===== src/rtl/serial_bit_source.sv =====
// Parallel-to-serial feeder: valid/ready word intake, one-word holding register,
// MSB-first shift-out advanced by bit_en. Drives a bit-serial detector's din.
module serial_bit_source #(
  parameter int unsigned WIDTH    = 8,
  parameter logic        IDLE_BIT = 1'b0
) (
  input  logic             clk,
  input  logic             reset,
  input  logic             load_valid,
  input  logic [WIDTH-1:0] load_data,
  output logic             load_ready,
  input  logic             bit_en,
  output logic             dout,
  output logic             dout_valid,
  output logic             word_done
);

  localparam int unsigned CW = $clog2(WIDTH);

  typedef enum logic {
    IDLE  = 1'b0,
    SHIFT = 1'b1
  } state_t;

  state_t           state, state_next;
  logic [WIDTH-1:0] hold_data, hold_data_next;
  logic             hold_full, hold_full_next;
  logic [WIDTH-1:0] shreg, shreg_next;
  logic [CW-1:0]    bit_cnt, bit_cnt_next;
  logic             word_done_next;
  logic             accept;

  // Ready comes only from registered state; a draining hold never opens it early.
  assign load_ready = !hold_full;
  assign accept     = load_valid && !hold_full;
  assign dout       = (state == SHIFT) ? shreg[WIDTH-1] : IDLE_BIT;
  assign dout_valid = (state == SHIFT);

  always_ff @(posedge clk or posedge reset) begin
    if (reset) begin
      state     <= IDLE;
      hold_data <= '0;
      hold_full <= 1'b0;
      shreg     <= '0;
      bit_cnt   <= '0;
      word_done <= 1'b0;
    end else begin
      state     <= state_next;
      hold_data <= hold_data_next;
      hold_full <= hold_full_next;
      shreg     <= shreg_next;
      bit_cnt   <= bit_cnt_next;
      word_done <= word_done_next;
    end
  end

  always_comb begin
    state_next     = state;
    hold_data_next = hold_data;
    hold_full_next = hold_full;
    shreg_next     = shreg;
    bit_cnt_next   = bit_cnt;
    word_done_next = 1'b0;

    // Accept never coincides with a hold->shifter transfer: both need opposite hold_full.
    if (accept) begin
      hold_data_next = load_data;
      hold_full_next = 1'b1;
    end

    unique case (state)
      IDLE: begin
        if (hold_full) begin
          shreg_next     = hold_data;
          bit_cnt_next   = CW'(WIDTH - 1);
          hold_full_next = 1'b0;
          state_next     = SHIFT;
        end
      end
      SHIFT: begin
        if (bit_en) begin
          if (bit_cnt != '0) begin
            shreg_next   = {shreg[WIDTH-2:0], 1'b0};
            bit_cnt_next = bit_cnt - 1'b1;
          end else begin
            word_done_next = 1'b1;
            if (hold_full) begin
              shreg_next     = hold_data;
              bit_cnt_next   = CW'(WIDTH - 1);
              hold_full_next = 1'b0;
            end else begin
              state_next = IDLE;
            end
          end
        end
      end
      default: state_next = IDLE;
    endcase
  end

endmodule


===== config.mk =====
export PLATFORM = sky130hd
export DESIGN_NAME = serial_bit_source
export DESIGN_NICKNAME = d
export VERILOG_FILES = /design/src/rtl/serial_bit_source.sv
export SDC_FILE = /design/constraint.sdc
export NUM_CORES = 1
export LEC_CHECK = 0
export ABC_CLOCK_PERIOD_IN_PS = 1400
export CELL_PAD_IN_SITES_DETAIL_PLACEMENT = 2
export CELL_PAD_IN_SITES_GLOBAL_PLACEMENT = 2
export CORE_ASPECT_RATIO = 2
export CORE_UTILIZATION = 30
export DETAILED_ROUTE_END_ITERATION = 6
export PLACE_DENSITY_LB_ADDON = 0.1
export SLEW_MARGIN = 20
export SYNTH_ARGS = -nofsm -noshare
export SYNTH_HDL_FRONTEND = slang
export SYNTH_SLANG_ARGS = --single-unit

===== constraint.sdc =====
create_clock -name clk -period 1.4 [get_ports clk]
set_input_delay 0.21 -clock clk [delete_from_list [all_inputs] [get_ports clk]]
set_output_delay 0.21 -clock clk [all_outputs]
set_load 0.01 [all_outputs]

Word level (Yosys, flattened, before mapping). Index checks and enable logic that the tools add are counted.

Word-level logic and storage cells: 33. Output and inout bits: 4. Input port bits: 12. Register bits: 22.

Bitwise operators: 1. Mux-type cells: 21. Eq/ne operators: 1. Reductions and logical operators: 3. Add/sub/neg operators: 1.

Operator list (number): 8-bit 2-to-1 mux (3); 8-bit one-hot mux with 2 select lines (1); 1-bit 2-to-1 mux (11); 3-bit 2-to-1 mux (3); 3-bit one-hot mux with 2 select lines (1); 1-bit one-hot mux with 2 select lines (2); 3-bit nonzero test (1); 3-bit by 1-bit subtractor with 3-bit output, second input constant (1); 2-bit != test, second input constant (1); 1-bit logical AND (1); 1-bit zero test (1); 1-bit inverter (1).

Depth between registers and ports, before layout.
Word-level depth: 7. Gate-level depth with buffers: 6. Mapped depth without buffers: 5.

Least setup slack after synthesis. No wires, ideal clock.

Kind: reg-to-reg. Start point: reg bit_cnt[0]. End point: reg shreg[1]. Buffers on the path: 0. Cell stages (with the launch flop): 6. Data arrival time: 1419 ps. Required time: 1296 ps. Clock period less this slack: 1523 ps. Library setup time: 104 ps. Setup slack: -123 ps. Path through: dfrtp_1 > inv_1 > ha_1 > nor2b_1 > a211o_4 > a221oi_1.

Word-level cells in the longest chain between the ends: 4.

RTL lines: start, declared (line 29) `logic [CW-1:0] bit_cnt, bit_cnt_next;`; start signal, assigned (line 52) `bit_cnt <= bit_cnt_next;`; 3-bit nonzero test (line 82) `if (bit_cnt != '0) begin`; 8-bit 2-to-1 mux (line 82); 8-bit 2-to-1 mux (line 81) `if (bit_en) begin`; 8-bit one-hot mux with 2 select lines (line 71) `unique case (state)`; end signal, assigned (line 51) `shreg <= shreg_next;`; end, declared (line 28) `logic [WIDTH-1:0] shreg, shreg_next;`.

Every way passes these cells. The select of a mux whose other input is x is not followed. A chain may end at the register's enable or synchronous reset.

Worst setup path after layout.
Start point: reg bit_cnt[0]. End point: reg shreg[5].

The elaborated chain is that of the path after synthesis.

==> metrics.txt <==
total power 0.002958 W; post-synthesis mux area share 8.210%; drt via density 5.000; row count 30; pin count of the biggest net entering global routing 23; Max-cap violations 0; hold_ws 0.2932 ns; final setup fails 7; Final WS setup -0.1006 ns; H-tree depth 1; sw frac 36.22%; CP arrival 1.67 ns; grt ovf 0; Pwr Density 1678 nW/µm²; initial antenna violation count 0; Gate power share 45.6%; Final ANT Viol Nets 0; number of global-route vias before repair 1086; worst-case reg-to-reg path depth 5; Area Overhead vs Synth 60.66%; status finished with violations; Syn Nets 116; post-detail-place hpwl 2477 µm; relative slew slack 72.64%; Synth Area in Simple Gates 10.95%; worst path required time 1.57 ns; drt pass-1 iters 6; antenna cells 0; flop2flop setup slack -0.10 ns; fillcell total 348; Top delay family on crit path compound AO/OA/AOI/OAI gates; CP Cell Sequence inv_2, ha_4, nor2b_4, a211o_4, a221oi_2; TritonCTS buffer count 3; failing checks negative setup slack; Cell Area, Synth 1097 µm²; area of the multi-input gates 678.2 µm²; DIE AREA 3918 µm²; CP max-delay cell dfrtp_1; Min-Delay Path Class in -> async; critical path fanouts, max 7; Worst-path clk slew 0.08 ns; Die Span X 44.77 µm; Crit Path Category reg -> reg; clk_lat worst skew 0.27 ns; clock network power share 15.7%; core area 3453 µm²; Routed WL 3428 µm; crit share post-route 107.2%; Mapped Cells 102; RSZ-0062 raised after global routing true; first-pass GRT wire length 5602 µm; Post-Synth XOR/XNOR Area 0%; WP buf/inv 1; syn avg cell area 10.76 µm²; Avg WL per Cell 18.23 µm; Max stage delay on crit path 0.37 ns; commonest non-fill, non-tap cell in the layout dfrtp_1; share of layout cells above drive strength 1 46.43%; count of warnings emitted by yosys 0; Peak Freq 666.4 MHz; overall routing resource usage 20.39%; # IOs 16; CP Capture Type register; Max Clock Skew 0.003147 ns; combinational family with the most area after synthesis compound AO/OA/AOI/OAI gates; Final nets 155; DR iter-0 viols 14; P_leak 0.7188 nW; highest-count cells in the layout ignoring fill and taps dfrtp_1, buf_4, clkdlybuf4s50_1; fin util 51.05%; register area share after synthesis 50.17%; Net Sw Power 0.001071 W; complex-gate fraction of the synthesized area 20.41%; Critical Path Source Type register; VDD IR max 0.8090 mV; worst reg2reg path startpoint bit_cnt[0]; Tmin final 1.501 ns; Cell variety after synth 27; CTS tree yes; DRC 0; Yosys reg bits 22; Worst Tran Pin Value 0.4086 ns; FF/Latch Area 551.8 µm²; Hold Fails Final Rpt 0; via count 940; power share of the sequential group 38.7%; Worst R2R End shreg[5]; CTS Buffer Depth 2; chip height 87.53 µm; final-report max-slew violation count 0; post-synthesis adder-cell area fraction 2.281%; PortBufs 15; routability cong. 0.7483; Initial Util 31.78%; cell-internal power 0.001886 W; Sink Count 22; Root Buffer clkbuf_8
[sequential cells by signal, indices dropped and copies added (netlist names)]
signal,cells
hold_data,8
shreg,8
bit_cnt,3
dout_valid,1
hold_full,1
word_done,1
[cell type report]
class                   count  share of cell area [%]
multi-input cells          62                   38.47
inverters                  11                   2.342
clock buffers               4                   3.123
well taps                  48                   3.407
repair buffers             41                   21.36
flip-flops and latches     22                   31.30
[cell usage after synthesis]
| cell | count | area, µm² |
|---|---|---|
| nor2_1 | 10 | 37.54 |
| o22ai_1 | 1 | 6.260 |
| o21ai_0 | 2 | 10.01 |
| nor2b_1 | 2 | 12.51 |
| a211oi_1 | 2 | 15.01 |
| or2_2 | 1 | 6.260 |
| nor2b_4 | 1 | 13.76 |
| nand2b_1 | 2 | 12.51 |
| a211o_4 | 1 | 17.52 |
| a31o_2 | 1 | 8.760 |
| nand2_1 | 5 | 18.77 |
| a21oi_1 | 2 | 10.01 |
| clkbuf_1 | 5 | 18.77 |
| o32a_1 | 1 | 10.01 |
| o21a_1 | 1 | 7.510 |
| ha_1 | 2 | 25.02 |
| o22a_1 | 1 | 8.760 |
| a221oi_1 | 7 | 61.31 |
| and2_1 | 2 | 12.51 |
| or3_1 | 1 | 6.260 |
| inv_1 | 11 | 41.29 |
| dfrtp_1 | 22 | 550.5 |
| buf_2 | 1 | 5.000 |
| a2111oi_0 | 7 | 61.31 |
| a22oi_1 | 1 | 7.510 |
| buf_6 | 2 | 22.52 |
| mux2_2 | 8 | 90.09 |
[logic make-up (layout without fill, tap and decap cells)]
logic type,count (synthesis),count (layout)
fa+ha+maj,2,2
buf+inv,19,56
flops,22,22
mux,8,8
compound gates,27,27
simple gates,24,25
[metal layers]
metal / vias to the layer above / track usage [%] / part of all wire [%]
met3: 4 / 1.856 / 1.1
met5: - / 0 / 0
met1: 483 / 21.02 / 35
met2: 12 / 40.37 / 62
li1: 441 / - / -
met4: 0 / 6.612 / 1.4
[worst min-delay path, stage by stage]
cell and delay [ns]:
clkdlybuf4s50_1 0.40, inv_1 0.05, buf_4 0.29
[timing repair]
action	CTS	global route
buffers inserted	3	3
setup endpoints to repair	13	12
gates resized for setup	14	11
gates cloned	1	0
pin swaps	1	2
hold buffers	0	0
[worst max-delay path by stage]
stage / cells past startpoint / end / slack, ns / from
5_1_grt: 5 / shreg[5] / -0.15 / bit_cnt[0]
3_3_place_gp: 6 / shreg[7] / -0.20 / bit_cnt[0]
2_1_floorplan: 5 / shreg[1] / -0.08 / dout_valid
4_1_cts: 6 / shreg[2] / -0.13 / bit_cnt[0]
3_5_place_dp: 6 / shreg[7] / -0.28 / bit_cnt[0]
6_report: 5 / shreg[5] / -0.10 / bit_cnt[0]
[power by group through the flow]
stage | logic (W) | clock network (W) | registers [W]
after global placement | 0.00113 | 0 | 0.00110
final | 0.00135 | 0.000465 | 0.00114
after detailed placement | 0.00118 | 0 | 0.00113
after floorplan | 0.000726 | 0 | 0.00107
after CTS | 0.00127 | 0.000477 | 0.00114
after global routing | 0.00145 | 0.000501 | 0.00119
[stage by stage]
stage	worst slack, ns	TNS (ns)	instance area, µm²	std cells
after detailed placement	-0.2761	-2.301	1516	178
after CTS	-0.1334	-0.7527	1690	186
after floorplan	-0.07866	-0.6464	1209	102
final	-0.1006	-0.4414	1763	188
after global placement	-0.1961	-1.974	1516	178
after global routing	-0.1477	-0.8658	1763	188
Power figures use the tool's default switching activity.
